### config.mk
export PLATFORM = sky130hd
export DESIGN_NAME = seq_mul32
export DESIGN_NICKNAME = d
export VERILOG_FILES = /design/src/rtl/seq_mul32.sv
export SDC_FILE = /design/constraint.sdc
export NUM_CORES = 1
export LEC_CHECK = 0
export CAP_MARGIN = 20
export CORE_UTILIZATION = 47
export DETAILED_ROUTE_END_ITERATION = 8
export PLACE_DENSITY = 0.75
export SLEW_MARGIN = 5
export SYNTH_ARGS = -nofsm -noshare
export SYNTH_HDL_FRONTEND = slang
export SYNTH_HIERARCHICAL = 1
export SYNTH_SLANG_ARGS = --single-unit
### constraint.sdc
create_clock -name clk -period 13.5 [get_ports clk]
set_clock_uncertainty 0.05 [all_clocks]
set_input_delay 2.7 -clock clk [delete_from_list [all_inputs] [get_ports clk]]
set_output_delay 2.7 -clock clk [all_outputs]
set_load 0.01 [all_outputs]
### src/rtl/seq_mul32.sv
// seq_mul32: 32x32 -> 64 unsigned shift-add multiplier, one iteration per clock.
// Handshake: in_valid/in_ready accepts operands, out_valid/out_ready hands off product.
// Optional feature macro: EARLY_EXIT_EN -- finish as soon as the remaining multiplier
// bits are all zero, right-aligning the accumulator in a single step.

module add32 (
  input  logic [31:0] x,
  input  logic [31:0] y,
  input  logic        ci,
  output logic [31:0] s,
  output logic        co
);

  logic [32:0] c;

  assign c[0] = ci;

  genvar i;
  generate
    for (i = 0; i < 32; i++) begin : g_fa
      assign s[i]   = x[i] ^ y[i] ^ c[i];
      assign c[i+1] = (x[i] & y[i]) | (c[i] & (x[i] ^ y[i]));
    end
  endgenerate

  assign co = c[32];

endmodule

module seq_mul32 (
  input  logic        clk,
  input  logic        rst,
  input  logic        in_valid,
  output logic        in_ready,
  input  logic [31:0] a,
  input  logic [31:0] b,
  output logic        out_valid,
  input  logic        out_ready,
  output logic [63:0] product
);

  typedef enum logic [1:0] {
    IDLE = 2'd0,
    BUSY = 2'd1,
    DONE = 2'd2
  } state_t;

  state_t      state;
  logic [31:0] mcand;
  logic [31:0] mplier;
  logic [63:0] acc;
  logic [5:0]  count;
  logic        ready_q;
  logic        valid_q;

  logic [31:0] sum;
  logic        carry;
  logic [32:0] upper_next;
  logic [63:0] acc_step;

  add32 u_add (
    .x  (acc[63:32]),
    .y  (mcand),
    .ci (1'b0),
    .s  (sum),
    .co (carry)
  );

  // One shift-add step: the adder carry becomes bit 64 before the right shift,
  // so nothing escapes past bit 63.
  assign upper_next = mplier[0] ? {carry, sum} : {1'b0, acc[63:32]};
  assign acc_step   = {upper_next, acc[31:1]};

`ifdef EARLY_EXIT_EN
  logic [5:0] shamt;
  assign shamt = 6'd32 - count;
`endif

  // Control FSM and datapath registers; handshake outputs are registered flags.
  always_ff @(posedge clk or posedge rst) begin
    if (rst) begin
      state   <= IDLE;
      mcand   <= '0;
      mplier  <= '0;
      acc     <= '0;
      count   <= '0;
      ready_q <= 1'b1;
      valid_q <= 1'b0;
    end else begin
      case (state)
        IDLE: begin
          if (in_valid) begin
            mcand   <= a;
            mplier  <= b;
            acc     <= '0;
            count   <= '0;
            state   <= BUSY;
            ready_q <= 1'b0;
          end
        end
        BUSY: begin
`ifdef EARLY_EXIT_EN
          if (mplier == 32'd0) begin
            acc     <= acc >> shamt;
            state   <= DONE;
            valid_q <= 1'b1;
          end else begin
`else
          begin
`endif
            acc    <= acc_step;
            mplier <= mplier >> 1;
            count  <= count + 6'd1;
            if (count == 6'd31) begin
              state   <= DONE;
              valid_q <= 1'b1;
            end
          end
        end
        DONE: begin
          if (out_ready) begin
            state   <= IDLE;
            valid_q <= 1'b0;
            ready_q <= 1'b1;
          end
        end
        default: begin
          state   <= IDLE;
          valid_q <= 1'b0;
          ready_q <= 1'b1;
        end
      endcase
    end
  end

  assign in_ready  = ready_q;
  assign out_valid = valid_q;
  assign product   = acc;

endmodule

# Word-level counts from Yosys, hierarchy flattened
# Index checks and enable logic that the tools add are counted.
classes:
  n_reduce_logical: 7
  n_mux: 17
  n_lt_le_gt_ge: 0
  n_mul: 0
  eq_ne: 6
  n_bitwise: 159
  addsub: 1
  div: 0
  shift: 0
op_table:
  columns: ["operator", "n"]
  rows:
  - ["64-bit case mux with 2 select lines", 1]
  - ["64-bit two-way mux", 1]
  - ["32-bit case mux with 2 select lines", 1]
  - ["1-bit bitwise AND", 63]
  - ["1-bit bitwise XOR", 63]
  - ["33-bit two-way mux", 1]
  - ["32-bit two-way mux", 1]
  - ["1-bit bitwise OR", 31]
  - ["6-bit case mux with 2 select lines", 1]
  - ["3-bit AND reduction", 3]
  - ["6-bit by 1-bit adder with 6-bit output (second input constant)", 1]
  - ["6-bit by 5-bit equality test with 1-bit output (second input constant)", 1]
  - ["2-bit two-way mux", 3]
  - ["6-bit two-way mux", 1]
  - ["2-bit != test (second input constant)", 3]
  - ["1-bit case mux with 3 select lines", 2]
  - ["2-bit case mux with 3 select lines", 1]
  - ["1-bit two-way mux", 4]
  - ["2-bit AND reduction", 2]
  - ["2-bit by 1-bit equality test with 1-bit output (second input constant)", 1]
  - ["2-bit equality test (second input constant)", 1]
  - ["2-bit zero test", 1]
  - ["1-bit inverter", 2]
  - ["2-bit nonzero test", 1]
word_totals:
  out_inout_bits: 66
  word_cells: 197
  rom_bits: 0
  mem_count: 0
  latchBits: 0
  mem_bits_rw: 0
  register_bits: 138

# Longest topological paths before layout
# Gate-level depths: netlist of run 1.
logic_depth:
  ltp_word: 65
  mapped_depth: 38
  mapped_depth_nobuf: 38

# Hierarchy
# The synthesis of run 1 kept the hierarchy.
modules_own_cells:
  columns: ["module", "n_inst", "seq_area_each_um2", "area_each_um2", "cells_each"]
  rows:
  - ["seq_mul32", 1, 3454.6, 5791.8, 606]
  - ["add32", 1, 0.0, 678.2, 42]

# Worst setup path before layout of run 1
# Ideal clock, no wire load.
synth_timing:
  path_kind: "register to register"
  from: "register acc[32] (netlist: product[32])"
  to: "register acc[62] (netlist: product[62])"
  path_buffers: 0
  stages_incl_launch_ff: 39
  period_less_slack_ns: 12.867
  path_slack_ns: 0.633
  required_time_ns: 13.367
  arrival_time_ns: 12.734
  setup_time_ns: 0.083
  cell_sequence: "dfrtp_1 fa_1 fa_1 fa_1 fa_1 fa_1 fa_1 fa_1 fa_1 fa_1 fa_1 fa_1 fa_1 fa_1 fa_1 fa_1 fa_1 inv_1 [... 3 more ...] fa_1 fa_1 fa_1 fa_1 fa_1 fa_1 fa_1 fa_1 fa_1 fa_1 fa_1 fa_1 fa_1 inv_1 fa_1 inv_1 mux2i_1 o21ai_0"
synth_via:
  elab_chain_len: 64
synth_lines:
  columns: ["item", "line", "rtl"]
  rows:
  - ["start, declared", "51", "logic [63:0] acc;"]
  - ["start signal, assigned", "111", "acc <= acc_step;"]
  - ["1-bit bitwise AND (2 in a row)", "22", "assign c[i+1] = (x[i] & y[i]) | (c[i] & (x[i] ^ y[i]));"]
  - ["1-bit bitwise OR", "22", null]
  - ["1-bit bitwise AND", "22", null]
  - ["1-bit bitwise OR", "22", null]
  - ["1-bit bitwise AND", "22", null]
  - ["1-bit bitwise OR", "22", null]
  - ["1-bit bitwise AND", "22", null]
  - ["1-bit bitwise OR", "22", null]
  - ["[... 48 more ...]", null, null]
  - ["1-bit bitwise AND", "22", null]
  - ["1-bit bitwise OR", "22", null]
  - ["1-bit bitwise AND", "22", null]
  - ["1-bit bitwise OR", "22", null]
  - ["1-bit bitwise XOR", "21", "assign s[i] = x[i] ^ y[i] ^ c[i];"]
  - ["named net sum[31]", "56", "logic [31:0] sum;"]
  - ["33-bit two-way mux", "71", "assign upper_next = mplier[0] ? {carry, sum} : {1'b0, acc[63:32]};"]
  - ["64-bit case mux with 2 select lines", "90", "case (state)"]
# The timed path passes the listed nets, and every way through them passes these cells.
# A chain may end at the register's enable or synchronous reset.

# Final worst setup path of run 1
layout_timing:
  from: "register mcand[0]"
  to: "register acc[62] (netlist: product[62])"
layout_via:
  elab_chain_len: 64
layout_lines:
  columns: ["item", "line", "rtl"]
  rows:
  - ["start, declared", "49", "logic [31:0] mcand;"]
  - ["start signal, assigned", "83", "mcand <= '0;"]
  - ["start signal, assigned", "93", "mcand <= a;"]
  - ["1-bit bitwise AND (2 in a row)", "22", null]
  - ["1-bit bitwise OR", "22", null]
  - ["1-bit bitwise AND", "22", null]
  - ["1-bit bitwise OR", "22", null]
  - ["1-bit bitwise AND", "22", null]
  - ["1-bit bitwise OR", "22", null]
  - ["1-bit bitwise AND", "22", null]
  - ["1-bit bitwise OR", "22", null]
  - ["[... 48 more ...]", null, null]
  - ["1-bit bitwise AND", "22", null]
  - ["1-bit bitwise OR", "22", null]
  - ["1-bit bitwise AND", "22", null]
  - ["1-bit bitwise OR", "22", null]
  - ["1-bit bitwise XOR", "21", null]
  - ["named net sum[31]", "56", null]
  - ["33-bit two-way mux", "71", null]
  - ["64-bit case mux with 2 select lines", "90", null]
# The timed path passes the listed nets, and every way through them passes these cells.

==> results of run 1 <==
-- how the worst max path moves through the flow --
stage,start,to,cells past startpoint
finish,mcand[0],product[62],38
global route,mcand[0],product[62],38
CTS,mcand[0],product[62],38
detailed placement,mcand[0],product[62],38
global placement,mcand[0],product[62],38
floorplan,product[32],product[62],38
-- cell usage after synthesis (2+ instances only) --
master / number / area, sq um
nand2_1: 165 / 619
fa_1: 32 / 641
clkbuf_1: 17 / 63.8
buf_2: 19 / 95.1
dfrtp_1: 137 / 3430
mux2i_1: 32 / 320
o21ai_1: 13 / 65.1
buf_4: 4 / 30.0
o21ai_0: 22 / 110
a21oi_1: 3 / 15.0
o22ai_1: 33 / 206
nor2_1: 64 / 240
nand3_1: 70 / 350
nand2b_1: 2 / 12.5
inv_1: 13 / 48.8
buf_6: 6 / 67.6
-- layer usage --
metal | share of wire (%) | GRT usage, % | up-vias
met3 | 5.7 | 5.80 | 20
li1 | - | - | 2360
met1 | 45 | 29.6 | 2411
met4 | 1.6 | 8.52 | 0
met2 | 48 | 34.2 | 138
met5 | 0 | 0 | -
-- worst max-delay path, delay by kind of cell, from the launching register on --
family / cells / cell delay (ps)
compound gates: 1 / 150
mux: 1 / 60
flops: 1 / 400
buf+inv: 4 / 280
fa+ha+maj: 32 / 12060
-- power by group --
group | switching (mW) | total (mW) | internal (mW)
Clock | 0.158 | 0.419 | 0.260
Combinational | 0.465 | 0.946 | 0.480
Sequential | 0.199 | 0.818 | 0.618
-- area by class of cell --
cell class,instances,area (sq um)
multi-input cells,451,2750
repair buffers,139,1400
flip-flops and latches,138,3460
fillers,1081,4940
clock inverters,2,10.0
well taps,176,220
inverters,13,53.8
clock buffers,27,523
-- stage by stage --
| step | total power [mW] | hold WS, ps |
|---|---|---|
| floorplan | 1.39 | 394 |
| detailed placement | 1.75 | 419 |
| CTS | 2.19 | 426 |
| global placement | 1.69 | 409 |
| global route | 2.36 | 471 |
| finish | 2.18 | 426 |
-- flip-flops by register name (all words and copies together) (netlist names) --
| name | count |
|---|---|
| count | 6 |
| mcand | 32 |
| out_valid | 1 |
| state | 2 |
| in_ready | 1 |
| product | 64 |
| mplier | 32 |
-- what timing repair did --
| action | CTS | global route |
|---|---|---|
| gates resized for setup | 0 | 9 |
| endpoints found under the hold margin | 0 | 0 |
| endpoints found under the setup margin | 0 | 3 |
-- logic make-up after synthesis --
kind of cell | synth area share (%)
AOI/OAI and AO/OA | 7.23
xor gates and xnor gates | 0.135
adders and majority gates | 10.1
buffers and inverters | 4.72
DFF | 53.4
muxes | 4.95
other | 0.0580
and+or+nand+nor | 19.4
==> metrics.md, run 1 <==
| Metric | Value |
|---|---|
| Area added between synthesis and finish | `30.0%` |
| Overall Global Routing Usage | `22.0%` |
| Die area | `about 14000 sq um` |
| End point of the worst hold path | `count[5]` |
| Bufs on Longest Clock Path | `2` |
| Ant. Diodes | `0` |
| First-pass GRT wire length | `~25000 um` |
| Horizontal extent of the die | `approximately 120 um` |
| Most common library cell in the layout ignoring fill and taps | `nand2_1` |
| Most repeated library cell on the critical path | `fa_1` |
| Via count of the routed design | `just under 5000` |
| Area of the core | `between 10000 and 15000 sq um` |
| Hold Path Cell Cnt | `1` |
| Count of maximum capacitance violations | `0` |
| CTS root buffer | `clkbuf_16` |
| Setup repair after global routing missed its margin | `false` |
| Critical path data arrival time | `between 10000 and 15000 ps` |
| Slowest cell delay on critical path | `around 450 ps` |
| DRC violation count after routing | `0` |
| Final std cell area, no fill | `about 8400 sq um` |
| Depth of the worst register-to-register path | `38` |
| Clock latency reported for the late side of the worst-skew pair | `roughly 420 ps` |
| Startpoint of the worst-slack reg-to-reg timing path | `mcand[0]` |
| Avg Cell Area, Syn | `roughly 10 sq um` |
| Fraction of the yosys area taken by sequential cells | `a little over half` |
| Slew at the pin with the worst max-slew slack | `a little over 1000 ps` |
| Average wire per standard cell | `15.5 um` |
| Kind of launch point of the worst setup path | `register` |
| IO Port Bufs | `around 130` |
| Initial DRC Count | `294` |
| Leakage component of the power | `between 3 and 4 nW` |
| CTS tree | `built` |
| Setup total negative slack | `0 ps` |
| Status | `complete, no violations` |
| Post-CTS Setup Bufs | `0` |
| Cell at the slowest stage of the critical path | `fa_1` |
| Main flop type after synthesis | `dfrtp_1` |
| Pins over their slew limit | `0` |
| Clock edge transition at the registers on the reported setup and hold paths | `around 60 ps` |
| Pin count of the biggest net entering global routing | `90` |
| Final non-filler cell total | `roughly 950` |
| Minimum setup slack in the final design | `~400 ps` |
| Vert. Die Dim | `about 120 um` |
| Initial antenna violation count | `0` |
| Start point of the worst min-delay path | `count[5]` |
| Via-per-instance ratio | `~5.2` |
| Worst relative slew slack | `between 30% and 40%` |
| Cell count after placement | `approximately 900` |
| Endpoints failing hold | `0` |
| Post-DP Area | `around 7800 sq um` |
| Router iterations before antenna repair | `4` |
| Power per cell area | `260 nW/um^2` |
| Post-layout minimum cycle time | `approximately 13000 ps` |
| Number of buffers added to fix hold violations after cts | `0` |
| EDFF count, synth | `0` |
| Count of nets after finishing | `around 860` |
| HPWL reported at the end of detailed placement | `9240 um` |
| Total Routed Length | `about 15000 um` |
| Endpoint required time on the critical path | `roughly 14000 ps` |
| Number of distinct library cells after synthesis | `32` |
| Yosys warning count | `6` |
| Post-Place Worst Slack | `between 80 and 90 ps` |
| Number of clock buffers inserted by TritonCTS | `17` |
| Max Clk Rate | `~0.076 GHz` |
| Fraction of registers with async set or reset after synthesis | `between 90% and 100%` |
| IR drop worst, VDD | `110 uV` |
| # setup viols final | `0` |
| Final estimated routing congestion in global placement | `roughly 0.77` |
| Top Ports | `134` |
| Tightest Hold Check Type | `reg2reg` |
| Starting density of the core | `~48%` |
| Clock sink count | `roughly 140` |
| Most frequent cells in the layout | `nand2_1 (165), dfrtp_1 (136), clkdlybuf4s50_1 (133)` |
| Peak fanout along the critical path | `2` |
| Row count | `42` |
| Period Utilization, post-route | `97.0%` |
| H-tree Lvls | `4` |
| Antenna Nets Post-Route | `0` |
| Gate count of the mapped netlist | `648` |
| Kind of critical path | `reg2reg` |
| Via count of the first global-routing pass | `about 5000` |
| Proportion of layout cells with a drive suffix above 1 | `under 10%` |
| Reg2Reg Setup Slack | `between 400 and 500 ps` |
| Post-Syn Area | `between 6000 and 7000 sq um` |
| Grt ovf | `0` |
| Final cell utilization of the core | `between 60% and 70%` |
| Critical R2R Capture | `product[62]` |
| Yosys reg bits | `between 100 and 150` |
| Net count of the mapped netlist | `approximately 750` |
| Critical path endpoint category | `register` |
Note: power is estimated with default switching activity, not from simulation.
==> run 2: changes to the inputs <==
--- a/config.mk
+++ b/config.mk
@@ -7,7 +7,9 @@
 export LEC_CHECK = 0
 export CAP_MARGIN = 20
 export CORE_UTILIZATION = 47
+export CTS_CLUSTER_DIAMETER = 100
 export DETAILED_ROUTE_END_ITERATION = 8
+export MAX_ROUTING_LAYER = met4
 export PLACE_DENSITY = 0.75
 export SLEW_MARGIN = 5
 export SYNTH_ARGS = -nofsm -noshare
==> run 2 against run 1 <==
Effect of this change: sequential share of layout area is the same; clock-buffer cell count is the same; register-to-register slack improved by 50 ps; critical endpoint unchanged; largest power group unchanged.
==> metrics.md, run 2 (same netlist as run 1, synthesis figures left out) <==
| Metric | Value |
|---|---|
| Status | `complete, no violations` |
| Ant. Diodes | `0 (unchanged)` |
| Period Utilization, post-route | `96.7% (-0.35 points)` |
| Pins over their slew limit | `0 (unchanged)` |
| Leakage component of the power | `3.88 nW (unchanged)` |
| Clock edge transition at the registers on the reported setup and hold paths | `60 ps (about the same)` |
| Initial antenna violation count | `0 (unchanged)` |
| Via-per-instance ratio | `5.22 (+0.22%)` |
| Most repeated library cell on the critical path | `fa_1` |
| Critical path data arrival time | `13340 ps (-40 ps)` |
| HPWL reported at the end of detailed placement | `9240 um (unchanged)` |
| Endpoint required time on the critical path | `13790 ps (about the same)` |
| Final estimated routing congestion in global placement | `0.777 (+1.3%)` |
| # setup viols final | `0 (unchanged)` |
| Setup crit start | `mcand[0]` |
| Die area | `14200 sq um (unchanged)` |
| CTS tree | `built` |
| Clock latency reported for the late side of the worst-skew pair | `420 ps (about the same)` |
| Slowest cell delay on critical path | `450 ps (about the same)` |
| Area of the core | `13300 sq um (unchanged)` |
| Peak fanout along the critical path | `2 (unchanged)` |
| Critical path endpoint category | `register` |
| Tightest Hold Check Type | `reg2reg` |
| IO Port Bufs | `133 (unchanged)` |
| First-pass GRT wire length | `24600 um (+0.14%)` |
| Max reg flops | `64 (unchanged)` |
| Cell at the slowest stage of the critical path | `fa_1` |
| Via count of the routed design | `4940 (+0.22%)` |
| Count of maximum capacitance violations | `0 (unchanged)` |
| Total Routed Length | `14600 um (-0.39%)` |
| Reg2Reg Setup Slack | `450 ps (+50 ps)` |
| Endpoints failing hold | `0 (unchanged)` |
| Number of clock buffers inserted by TritonCTS | `17 (unchanged)` |
| Row count | `42 (unchanged)` |
| Kind of critical path | `reg2reg` |
| Grt ovf | `0 (unchanged)` |
| Kind of launch point of the worst setup path | `register` |
| Number of fillers in the final layout | `1081 (unchanged)` |
| Number of buffers added to fix hold violations after cts | `0 (unchanged)` |
| Top Ports | `134 (unchanged)` |
| Setup total negative slack | `0 ps (unchanged)` |
| Slew at the pin with the worst max-slew slack | `1010 ps (-3.52 ps)` |
| Most common library cell in the layout ignoring fill and taps | `nand2_1` |
| Start point of the worst min-delay path | `count[5]` |
| Setup repair after global routing missed its margin | `false` |
| Final cell utilization of the core | `63.0% (unchanged)` |
| DRC violation count after routing | `0 (unchanged)` |
| IR drop worst, VDD | `111 uV (+0.34%)` |
| Pin count of the biggest net entering global routing | `90 (unchanged)` |
| Initial DRC Count | `302 (+2.7%)` |
| H-tree Lvls | `4 (unchanged)` |
| Bufs on Longest Clock Path | `2 (unchanged)` |
| Count of nets after finishing | `861 (unchanged)` |
| Router iterations before antenna repair | `4 (unchanged)` |
| CP bufs+invs | `4 (unchanged)` |
| Max Clk Rate | `0.0766 GHz (+0.36%)` |
| Family with the most delay on the worst path | `adder cells` |
| Proportion of layout cells with a drive suffix above 1 | `6.23% (unchanged)` |
| Startpoint of the worst-slack reg-to-reg timing path | `mcand[0]` |
| Most frequent cells in the layout | `nand2_1 (165), dfrtp_1 (136), clkdlybuf4s50_1 (133)` |
| Post-layout minimum cycle time | `13050 ps (-46.8 ps)` |
| Power per cell area | `259 nW/um^2 (about the same)` |
| Vert. Die Dim | `119 um (unchanged)` |
| Starting density of the core | `48.5% (unchanged)` |
| Antenna Nets Post-Route | `0 (unchanged)` |
| Horizontal extent of the die | `119 um (unchanged)` |
| Clock sink count | `138 (unchanged)` |
| Overall Global Routing Usage | `22.7% (+0.73 points)` |
| Post-CTS Setup Bufs | `0 (unchanged)` |
| Area added between synthesis and finish | `30.0% (unchanged)` |
| Worst relative slew slack | `32.8% (+0.23 points)` |
| CTS root buffer | `clkbuf_16` |
| Via count of the first global-routing pass | `5025 (+0.10%)` |
| Average wire per standard cell | `15.4 um (-0.39%)` |
## run 2: cell counts in the layout (fill, tap and decap cells not counted)
Identical to the previous run, type by type.
## run 2: worst register-to-register path: cells and delay by family, from the launching register on
kind	cells	cell delay, ps
multiplexers	1	60
AO/OA/AOI/OAI	1	150
adder cells (fa/ha/maj)	32	12040
buffers and inverters	4	270
flip-flops	1	400
## run 2: final cells by class
type	instances	area [sq um]	share of cell area [%]
Clock buffer	27	523	6.22
Timing Repair Buffer	139	1400	16.6
Multi-Input combinational cell	451	2750	32.7
Tap cell	176	220	2.62
Clock inverter	2	10.0	0.119
Inverter	13	53.8	0.640
Sequential cell	138	3460	41.1
## run 2: through the flow
step	setup WS, ps	cells	hold WS, ps	cell area, sq um	power, mW
after floorplan	633	648	394	6470	1.39
after global placement	300	916	409	7830	1.69
after CTS	27.8	945	426	8360	2.19
final	452	946	426	8410	2.18
after detailed placement	80.5	916	419	7830	1.75
after global routing	44.8	946	471	8410	2.36
## run 2: power breakdown
part / switching, mW / internal (mW) / total, mW
registers: 0.200 / 0.618 / 0.818
logic: 0.463 / 0.480 / 0.943
clock network: 0.160 / 0.260 / 0.420
## run 2: path summary, 6_finish.rpt
kind                               end  cells past startpoint
min in group asynchronous  product[34]                      2
setup reg to reg           product[62]                     38
hold / removal                count[5]                      1
hold reg to reg               count[5]                      1
setup / recovery           product[62]                     38
max in group asynchronous  product[13]                      4
## run 2: what timing repair did
item	4_1_cts	5_1_grt
endpoints found under the setup margin	0	3
hold endpoints to repair	0	0
resized for setup	0	9
## run 2: metal layers
metal	vias to the layer above	track usage (%)	share of wire, %
li1	2358	-	-
met1	2430	29.7	45
met2	128	34.4	48
met3	24	4.93	4.7
met4	0	9.69	1.9
met5	-	-	0
==> run 3: changes to the inputs <==
--- a/config.mk
+++ b/config.mk
@@ -9,7 +9,6 @@
 export CORE_UTILIZATION = 47
 export CTS_CLUSTER_DIAMETER = 100
 export DETAILED_ROUTE_END_ITERATION = 8
-export MAX_ROUTING_LAYER = met4
 export PLACE_DENSITY = 0.75
 export SLEW_MARGIN = 5
 export SYNTH_ARGS = -nofsm -noshare
==> results of run 3 <==
No change in the layout: final DEF, timing and power equal those of run 1.
